`src/rtl/pll_dphase_ctrl_if.sv`:
```
// Request channel for the PLL dynamic phase-shift sequencer.
//   req_valid/req_ready : handshake
//   req_sel/req_dir/req_steps : output select, direction, fine-step count
//   done/abort : single-cycle completion / lock-loss termination pulses
// master = requester, slave = sequencer.
interface pll_dphase_ctrl_if #(
  parameter int unsigned STEP_W = 8
);
  logic              req_valid;
  logic              req_ready;
  logic [1:0]        req_sel;
  logic              req_dir;
  logic [STEP_W-1:0] req_steps;
  logic              done;
  logic              abort;

  modport master (
    output req_valid, req_sel, req_dir, req_steps,
    input  req_ready, done, abort
  );

  modport slave (
    input  req_valid, req_sel, req_dir, req_steps,
    output req_ready, done, abort
  );
endinterface

```
`src/rtl/pll_dphase_ctrl.sv`:
```
// Sequencer for the ECP5 EHXPLLL dynamic phase-shift port.
// Accepts phase-move requests and emits timed active-low PHASESTEP pulses,
// tracks the phase position of all four PLL outputs and gates operation on
// a debounced PLL lock.
//   clkin      : PLL reference clock (sole clock)
//   rstn       : synchronous active-low reset
//   pll_locked : asynchronous PLL LOCK, synchronised internally
//   req        : request channel (slave side)
//   locked_o   : debounced lock
//   pos        : packed positions, output n at [n*POS_W +: POS_W]
//   phasesel/phasedir/phasestep : to the PLL dynamic phase port
module pll_dphase_ctrl #(
  parameter int unsigned STEP_W    = 8,
  parameter int unsigned POS_W     = 7,
  parameter int unsigned PHASE_MOD = 64,
  parameter int unsigned SETUP_CYC = 2,
  parameter int unsigned PULSE_CYC = 2,
  parameter int unsigned GAP_CYC   = 4,
  parameter int unsigned LOCK_CYC  = 16,
  parameter int unsigned DIR_INV   = 0
) (
  input  logic                 clkin,
  input  logic                 rstn,
  input  logic                 pll_locked,
  pll_dphase_ctrl_if.slave     req,
  output logic                 locked_o,
  output logic [4*POS_W-1:0]   pos,
  output logic [1:0]           phasesel,
  output logic                 phasedir,
  output logic                 phasestep
);

  localparam int unsigned MAXC0  = (SETUP_CYC > PULSE_CYC) ? SETUP_CYC : PULSE_CYC;
  localparam int unsigned MAXC   = (MAXC0 > GAP_CYC) ? MAXC0 : GAP_CYC;
  localparam int unsigned TMR_W  = $clog2(MAXC + 1);
  localparam int unsigned LCNT_W = $clog2(LOCK_CYC + 1);
  localparam logic        DINV   = (DIR_INV != 0);

  typedef enum logic [2:0] {
    WAIT_LOCK = 3'd0,
    IDLE      = 3'd1,
    SETUP     = 3'd2,
    PULSE     = 3'd3,
    GAP       = 3'd4,
    DONE      = 3'd5
  } state_t;

  state_t            state_q, state_d;
  logic [1:0]        sync_q, sync_d;
  logic [LCNT_W-1:0] lcnt_q, lcnt_d;
  logic              locked_d;
  logic [TMR_W-1:0]  tmr_q, tmr_d;
  logic [STEP_W-1:0] rem_q, rem_d;
  logic [1:0]        sel_q, sel_d;
  logic              dir_q, dir_d;
  logic [POS_W-1:0]  pos_q [4];
  logic [POS_W-1:0]  pos_d [4];
  logic [POS_W-1:0]  cur_pos, nxt_pos;
  logic              ready_q, ready_d;
  logic              done_q, done_d;
  logic              abort_q, abort_d;
  logic [1:0]        phasesel_d;
  logic              phasedir_d, phasestep_d;

  assign req.req_ready = ready_q;
  assign req.done      = done_q;
  assign req.abort     = abort_q;

  for (genvar i = 0; i < 4; i++) begin : g_pos
    assign pos[i*POS_W +: POS_W] = pos_q[i];
  end

  // Lock synchroniser and saturating debounce counter
  always_comb begin
    sync_d = {sync_q[0], pll_locked};
    if (!sync_q[1])
      lcnt_d = '0;
    else if (lcnt_q != LCNT_W'(LOCK_CYC))
      lcnt_d = lcnt_q + 1'b1;
    else
      lcnt_d = lcnt_q;
    locked_d = (lcnt_d == LCNT_W'(LOCK_CYC));
  end

  // Modular next position of the selected output
  always_comb begin
    cur_pos = pos_q[sel_q];
    if (dir_q)
      nxt_pos = (cur_pos == POS_W'(PHASE_MOD - 1)) ? '0 : cur_pos + 1'b1;
    else
      nxt_pos = (cur_pos == '0) ? POS_W'(PHASE_MOD - 1) : cur_pos - 1'b1;
  end

  // Next-state and registered-output logic
  always_comb begin
    state_d = state_q;
    tmr_d   = tmr_q;
    rem_d   = rem_q;
    sel_d   = sel_q;
    dir_d   = dir_q;
    pos_d   = pos_q;
    done_d  = 1'b0;
    abort_d = 1'b0;

    unique case (state_q)
      WAIT_LOCK: begin
        if (locked_o) state_d = IDLE;
      end
      IDLE: begin
        if (!locked_o) begin
          state_d = WAIT_LOCK;
        end else if (req.req_valid && ready_q) begin
          sel_d = req.req_sel;
          dir_d = req.req_dir;
          rem_d = req.req_steps;
          if (req.req_steps == '0) begin
            state_d = DONE;
            done_d  = 1'b1;
          end else begin
            state_d = SETUP;
            tmr_d   = TMR_W'(SETUP_CYC - 1);
          end
        end
      end
      SETUP, PULSE, GAP: begin
        if (!locked_o) begin
          // Lock loss: drop the step in flight and any remaining steps
          state_d = WAIT_LOCK;
          abort_d = 1'b1;
          rem_d   = '0;
        end else if (tmr_q != '0) begin
          tmr_d = tmr_q - 1'b1;
        end else if (state_q == SETUP) begin
          state_d = PULSE;
          tmr_d   = TMR_W'(PULSE_CYC - 1);
        end else if (state_q == PULSE) begin
          // Step completes as phasestep returns high
          state_d        = GAP;
          tmr_d          = TMR_W'(GAP_CYC - 1);
          rem_d          = rem_q - 1'b1;
          pos_d[sel_q]   = nxt_pos;
        end else if (rem_q != '0) begin
          state_d = PULSE;
          tmr_d   = TMR_W'(PULSE_CYC - 1);
        end else begin
          state_d = DONE;
          done_d  = 1'b1;
        end
      end
      DONE: begin
        state_d = IDLE;
      end
      default: begin
        state_d = WAIT_LOCK;
      end
    endcase

    ready_d     = (state_d == IDLE) && locked_d;
    phasestep_d = (state_d != PULSE);
    phasesel_d  = phasesel;
    phasedir_d  = phasedir;
    if (state_d == SETUP) begin
      phasesel_d = sel_d;
      phasedir_d = dir_d ^ DINV;
    end
  end

  // State and output registers
  always_ff @(posedge clkin) begin
    if (!rstn) begin
      state_q   <= WAIT_LOCK;
      sync_q    <= '0;
      lcnt_q    <= '0;
      locked_o  <= 1'b0;
      tmr_q     <= '0;
      rem_q     <= '0;
      sel_q     <= '0;
      dir_q     <= 1'b0;
      for (int i = 0; i < 4; i++) pos_q[i] <= '0;
      ready_q   <= 1'b0;
      done_q    <= 1'b0;
      abort_q   <= 1'b0;
      phasesel  <= '0;
      phasedir  <= 1'b0;
      phasestep <= 1'b1;
    end else begin
      state_q   <= state_d;
      sync_q    <= sync_d;
      lcnt_q    <= lcnt_d;
      locked_o  <= locked_d;
      tmr_q     <= tmr_d;
      rem_q     <= rem_d;
      sel_q     <= sel_d;
      dir_q     <= dir_d;
      for (int i = 0; i < 4; i++) pos_q[i] <= pos_d[i];
      ready_q   <= ready_d;
      done_q    <= done_d;
      abort_q   <= abort_d;
      phasesel  <= phasesel_d;
      phasedir  <= phasedir_d;
      phasestep <= phasestep_d;
    end
  end

endmodule
```
`src/flat_wrapper.sv`:
```
// flat-port wrapper written by rule: the top's interface ports become plain ports
module pll_dphase_ctrl_flat 
#(
  parameter int unsigned STEP_W    = 8,
  parameter int unsigned POS_W     = 7,
  parameter int unsigned PHASE_MOD = 64,
  parameter int unsigned SETUP_CYC = 2,
  parameter int unsigned PULSE_CYC = 2,
  parameter int unsigned GAP_CYC   = 4,
  parameter int unsigned LOCK_CYC  = 16,
  parameter int unsigned DIR_INV   = 0
)
  (clkin, rstn, pll_locked, locked_o, pos, phasesel, phasedir, phasestep, req_req_valid, req_req_sel, req_req_dir, req_req_steps, req_req_ready, req_done, req_abort);
  pll_dphase_ctrl_if #(.STEP_W(STEP_W)) req_i ();
  input  logic clkin;
  input  logic rstn;
  input  logic pll_locked;
  output logic locked_o;
  output logic [4*POS_W-1:0] pos;
  output logic [1:0] phasesel;
  output logic phasedir;
  output logic phasestep;
  input wire logic [$bits(req_i.req_valid)-1:0] req_req_valid;
  input wire logic [$bits(req_i.req_sel)-1:0] req_req_sel;
  input wire logic [$bits(req_i.req_dir)-1:0] req_req_dir;
  input wire logic [$bits(req_i.req_steps)-1:0] req_req_steps;
  output wire logic [$bits(req_i.req_ready)-1:0] req_req_ready;
  output wire logic [$bits(req_i.done)-1:0] req_done;
  output wire logic [$bits(req_i.abort)-1:0] req_abort;
  assign req_i.req_valid = req_req_valid;
  assign req_i.req_sel = req_req_sel;
  assign req_i.req_dir = req_req_dir;
  assign req_i.req_steps = req_req_steps;
  assign req_req_ready = req_i.req_ready;
  assign req_done = req_i.done;
  assign req_abort = req_i.abort;
  pll_dphase_ctrl #(.STEP_W(STEP_W), .POS_W(POS_W), .PHASE_MOD(PHASE_MOD), .SETUP_CYC(SETUP_CYC), .PULSE_CYC(PULSE_CYC), .GAP_CYC(GAP_CYC), .LOCK_CYC(LOCK_CYC), .DIR_INV(DIR_INV)) u_core (.clkin(clkin), .rstn(rstn), .pll_locked(pll_locked), .req(req_i), .locked_o(locked_o), .pos(pos), .phasesel(phasesel), .phasedir(phasedir), .phasestep(phasestep));
endmodule
```
`config.mk`:
```
export PLATFORM = sky130hd
export DESIGN_NAME = pll_dphase_ctrl_flat
export DESIGN_NICKNAME = d
export VERILOG_FILES = /design/src/rtl/pll_dphase_ctrl_if.sv /design/src/rtl/pll_dphase_ctrl.sv /design/src/flat_wrapper.sv
export SDC_FILE = /design/constraint.sdc
export NUM_CORES = 1
export LEC_CHECK = 0
export ABC_AREA = 1
export BUFFER_PORTS_ARGS = -buffer_cell sky130_fd_sc_hd__buf_2
export CORE_ASPECT_RATIO = 0.6
export CORE_UTILIZATION = 52
export DETAILED_ROUTE_END_ITERATION = 10
export HOLD_SLACK_MARGIN = 0.08
export PLACE_DENSITY = 0.85
export SYNTH_ARGS = -nofsm -noshare
export SYNTH_HDL_FRONTEND = slang
export SYNTH_SLANG_ARGS = --single-unit
```
`constraint.sdc`:
```
create_clock -name clkin -period 1.65 [get_ports clkin]
set_input_delay 0.0825 -clock clkin [delete_from_list [all_inputs] [get_ports clkin]]
set_output_delay 0.0825 -clock clkin [all_outputs]
set_load 0.01 [all_outputs]
```
# Word-level counts from Yosys, hierarchy flattened
# Cells that the tools add are included.
[word_totals]
mem_count = 0
out_inout_bits = 36
wordCells = 114
mem_bits_rw = 0
rom_bits = 0
ff_bits = 60
latchBits = 0
[classes]
n_eq_ne = 19
reduce_logical = 14
addsub = 5
n_bitwise = 3
div_mod_pow = 0
multipliers = 0
order_cmp = 2
muxes = 53
n_shift = 0
[op_table]
columns = ["op", "count"]
rows = [
  ["3-bit 2-to-1 mux", 17],
  ["8-bit 2-to-1 mux", 6],
  ["7-bit 2-to-1 mux", 6],
  ["28-bit bitwise mux", 1],
  ["8-bit case mux with 2 select lines", 1],
  ["7-bit binary-select mux with 2-bit select", 1],
  ["7-bit demux with 2-bit select", 1],
  ["1-bit 2-to-1 mux", 12],
  ["3-bit case mux with 4 select lines", 1],
  ["6-bit AND reduction", 2],
  ["5-bit 2-to-1 mux", 2],
  ["3-bit by 2-bit equality test with 1-bit output, second input constant", 3],
  ["3-bit inequality test, second input constant", 3],
  ["8-bit logical NOT", 1],
  ["8-bit nonzero test", 1],
  ["8-bit by 1-bit subtractor with 8-bit output, second input constant", 1],
  ["7-bit by 1-bit adder with 7-bit output, second input constant", 1],
  ["7-bit by 6-bit equality test with 1-bit output, second input constant", 1],
  ["7-bit logical NOT", 1],
  ["7-bit by 1-bit subtractor with 7-bit output, second input constant", 1],
  ["3-bit by 1-bit equality test with 1-bit output, second input constant", 2],
  ["3-bit equality test, second input constant", 2],
  ["2-bit 2-to-1 mux", 3],
  ["2-bit by 1-bit inequality test with 1-bit output, second input constant", 3],
  ["20 further kinds", 23],
]

# Logic depth before layout (Yosys ltp)
[logic_depth]
depth_word = 9
mapped_depth = 16

# Worst setup path before layout
# OpenSTA, ideal clock, no wires.
[synth_path]
path_type = "register to register"
from = "register u_core.sel_q[0]"
to = "register u_core.pos_q (netlist bit u_core.pos[19])"
arrival_time_ns = 1.726
t_required_ns = 1.541
path_stages_with_launch = 16
setup_slack_ns = -0.184
setup_time_ns = 0.109
cell_sequence = "dfxtp_1 > buf_6 > nand2_1 > o21ai_0 > nand2_1 > nand2_1 > ha_1 > inv_1 > nor2_4 > nand2_2 > nor2_2 > nor2_1 > nand2_1 > nand3_1 > nand2_1 > inv_1"
[synth_via]
elab_chain_len = 8
[synth_rtl]
columns = ["element", "line", "rtl"]
rows = [
  ["from (decl)", "pll_dphase_ctrl.sv:54", "logic [1:0] sel_q, sel_d;"],
  ["from (signal assigned)", "pll_dphase_ctrl.sv:193", "sel_q <= sel_d;"],
  ["2-bit NOT with 3-bit output (not written as such) (*)", "pll_dphase_ctrl.sv:87, pll_dphase_ctrl.sv:141", ""],
  ["7-bit binary-select mux with 2-bit select", "pll_dphase_ctrl.sv:87", "cur_pos = pos_q[sel_q];"],
  ["7-bit 2-to-1 mux (not written as such) (2 in series)", "pll_dphase_ctrl.sv:87", ""],
  ["7-bit by 1-bit subtractor with 7-bit output (tied with other cells)", "pll_dphase_ctrl.sv:91", "nxt_pos = (cur_pos == '0) ? POS_W'(PHASE_MOD - 1) : cur_pos - 1'b1;"],
  ["7-bit 2-to-1 mux (on tied branches)", "pll_dphase_ctrl.sv:91, pll_dphase_ctrl.sv:89", ""],
  ["7-bit 2-to-1 mux", "pll_dphase_ctrl.sv:88", "if (dir_q)"],
  ["28-bit bitwise mux (*)", "pll_dphase_ctrl.sv:141", "pos_d[sel_q] = nxt_pos;"],
  ["to (decl)", "pll_dphase_ctrl.sv:56", "logic [POS_W-1:0] pos_q [4];"],
]
# Every way passes the cells marked *; elsewhere a longest branch is shown, timed or not. The select of a mux whose other input is x is not followed.
# A chain may end at the register's enable or synchronous reset.

# Worst setup path after layout
[layout_path]
from = "register u_core.sel_q[1]"
to = "register u_core.pos_q (netlist bit u_core.pos[7])"
# The elaborated chain is that of the path after synthesis.

==> results by group <==
STA
  – Maximum clock frequency: 521 MHz
  – Transition time at the pin with the least slew margin: 496 ps
  – Least setup slack across all paths after layout: -271 ps
  – Worst Clk Skew: 15.1 ps
  – Time the worst path needs with I/O delays and setup: 1920 ps
  – Final slew viol count: 0
  – Period utilisation layout: 116%
  – Setup repair after global routing missed its margin: true
  – Setup violation total in the final timing report: 27
  – Number of hold violations in the final report: 0
  – Hold WS: 92.0 ps
  – Headroom to the max-slew limit: 66.7%

Detailed routing
  – DR WL/cell: 15.1 um
  – Post-detailed-route count of antenna-violating nets: 0
  – First-pass detailed-route iteration total: 6
  – Sum of met3 wire segment lengths after detailed routing: 1.16 mm
  – DR DRC count: 0
  – Starting DRT DRC Count: 304
  – Routed met1 length: 4.57 mm
  – Number of vias per cell after detailed routing: 5.53
  – Total met2 wirelength after detailed routing: 4.83 mm
  – Final wirelength: 10.9 mm
  – Top layer in use: met4
  – Detailed-route via count: 3,974

Die
  – Die footprint: 0.00686 mm^2
  – Io pins: 51
  – Floorplan die width: 106 um
  – Core Box Area: 0.00619 mm^2
  – Rows: 22
  – Initial core utilization: 54.8%
  – Die height: 64.6 um

Critical path
  – Cell mode on critical path: sky130_fd_sc_hd__nand2_1
  – Type of element launching the critical path: flip-flop
  – Crit path kind: reg -> reg
  – Data arrival time of the critical path: 2160 ps
  – Top fanout value on the critical path: 8
  – Slowest-stage cell, CP: sky130_fd_sc_hd__dfxtp_4
  – Biggest cell delay along the critical path: 420 ps
  – Worst-path cell chain: buf_4, nand2_1, inv_1, nand2_1, nand2_1, nor2_4, inv_2, nand3_1, nor2_4, nand2_1, nand2_1, nand2_2, o21bai_1, inv_1
  – Required time reported for the critical path endpoint: 1890 ps
  – Kind of end point of the critical path: flip-flop

Clocking
  – Clock tree from TritonCTS: yes
  – Max clock buf depth: 2
  – Clock transition at the registers of the reported paths: 80 ps
  – Root buffer cell: sky130_fd_sc_hd__clkbuf_8
  – Worst-skew pair later-pin latency: 350 ps
  – Clock buffer count from CTS: 9
  – Clk sinks: 60
  – H-tree levels: 3

Logic synthesis
  – Flops & latches, synth: 60
  – Syn nets: 524
  – Distinct cell type count of the synthesized netlist: 39
  – Number of instances in the synthesized netlist: 502
  – Part of the Yosys area used for sequential elements: 35.4%
  – Cell area after technology mapping: 0.00339 mm^2
  – Mean instance size in the synthesized netlist: 6.76 um^2
  – Yosys warnings: 0

Status
  – Violations in the final reports: setup timing
  – Run status: finished with violations

Global route
  – Largest net degree at the start of global routing: 35
  – Final global-route overflow total: 0
  – Number of antenna violations at the first check in global routing: 0
  – Number of global-route vias before repair: 3,409
  – First-pass GRT wire length: 15.6 mm
  – Aggregate global-route resource usage: 29.2%

Placement
  – IO Port Bufs: 50
  – Placer's final routability congestion estimate: 0.927
  – Count of placed standard cells including taps: 678
  – Pre-CTS setup slack: -190 ps
  – Dpl hpwl: 7.03 mm

Run
  – Count of maximum capacitance violations: 0

Hold path
  – Min-Delay Path Class: in -> reg

Pwr
  – Areal power density over the cells: 632 mW/mm^2
  – Leakage power of the design: 2.33 nW
  – Worst-case vdd ir drop: 0.000478 V

Final layout
  – Nets: 652
  – Number of cells in the finished layout apart from fillers: 718
  – Number of fillers in the final layout: 423
  – Area delta synth->final: 41.9%
  – Fraction of layout instances using a drive strength above 1: 37.2%
  – Final core occ: 77.8%
  – Count of antenna diodes in the layout: 0
critical path, delay by kind of cell (launching register included):
kind | cells | cell delay, ps
AOI/OAI and AO/OA | 1 | 140
and+or+nand+nor | 9 | 850
DFF | 1 | 420
buffers and inverters | 4 | 400
cell usage after synthesis (all sizes together):
cell type  instances  area (um^2)
nand2            119          469
inv               69          259
nor2              67          318
dfxtp             60         1200
nand3             45          240
o21ai             44          231
a21oi             30          150
buf                9         67.6
ha                 7         87.6
clkbuf             6         22.5
nor3               6         30.0
o21a               6         45.0
o21bai             6         45.0
xor2               6         60.1
nand4              5         31.3
xnor2              4         35.0
a211oi             3         22.5
o31ai              2         20.0
a221oi             1         8.76
a31oi              1         6.26
clkinv             1         3.75
nor3b              1         7.51
nor4               1         6.26
o2111ai            1         8.76
o211ai             1         7.51
o32ai              1         8.76
placed cells by master, fill, tap and decap left out, types with 18 or more instances in the layout:
master                    count
sky130_fd_sc_hd__nand3_1     39
sky130_fd_sc_hd__buf_2       50
sky130_fd_sc_hd__dfxtp_1     53
sky130_fd_sc_hd__o21ai_0     24
sky130_fd_sc_hd__nand2_2     18
sky130_fd_sc_hd__a21oi_1     26
sky130_fd_sc_hd__nor2_1      47
sky130_fd_sc_hd__inv_1       48
sky130_fd_sc_hd__nand2_1     98
sky130_fd_sc_hd__buf_4       70
sequential cells by signal, indices dropped and copies added, names as in the netlist, 2 cells and up:
name and cells:
u_core.state_q 3, u_core.pos 28, u_core.sel_q 2, u_core.sync_q 2, u_core.lcnt_q 5, u_core.tmr_q 3
u_core.phasesel 2, u_core.rem_q 8
metal layers:
metal	vias up	track usage (%)
met4	0	10.9
met2	227	46.2
met5	-	0
li1	1877	-
met1	1834	38.6
met3	36	7.24
path summary, 6_finish.rpt:
check                              start                           end  slack [ps]  cells past startpoint
max reg2reg   u_core.sel_q[1]$_SDFF_PN0_    u_core.pos[7]$_SDFFE_PN0P_        -270                     14
min reg2reg  u_core.sync_q[0]$_SDFF_PN0_   u_core.sync_q[1]$_SDFF_PN0_         420                      2
min                     req_req_steps[0]  u_core.rem_q[0]$_SDFFE_PN0P_          90                      3
max           u_core.sel_q[1]$_SDFF_PN0_    u_core.pos[7]$_SDFFE_PN0P_        -270                     14
cells by family after synthesis:
family / Yosys count / synth area share, %
and+or+nand+nor: 244 / 32.5
AOI/OAI and AO/OA: 96 / 16.3
buffers and inverters: 85 / 10.4
DFF: 60 / 35.4
xor gates and xnor gates: 10 / 2.80
adders and majority gates: 7 / 2.58
cell type report:
| cell class | instances | area (um^2) | share of cell area, % |
|---|---|---|---|
| Clock buffer | 11 | 151 | 3.14 |
| Clock inverter | 4 | 72.6 | 1.51 |
| Inverter | 70 | 273 | 5.66 |
| Multi-Input combinational cell | 358 | 2090 | 43.3 |
| Sequential cell | 60 | 1220 | 25.3 |
| Tap cell | 84 | 105 | 2.18 |
| Timing Repair Buffer | 131 | 907 | 18.8 |
stage by stage:
stage	power (mW)	cell area, um^2	TNS, ps
after global routing	3.12	4820	-8230
after CTS	3.05	4560	-2950
after floorplan	1.51	3440	-191
after detailed placement	1.55	4150	-3870
final	3.04	4820	-5110
after global placement	1.54	4150	-1640
report_power, final:
part           switching, mW  total (mW)  internal [mW]  leakage (nW)
registers            0.00153        1.45           1.44         0.488
clock network          0.592        1.51          0.922         0.111
logic                 0.0470      0.0842         0.0372          1.73
total                  0.640        3.04           2.40          2.33
repair_timing:
item,in CTS,in global routing
setup endpoints to repair,37,43
endpoints found under the hold margin,8,0
hold buffers,8,0
pin swaps,8,23
gates resized for setup,23,59
buffers inserted,7,9
gates cloned,0,1
Note: power is estimated with default switching activity, not from simulation.
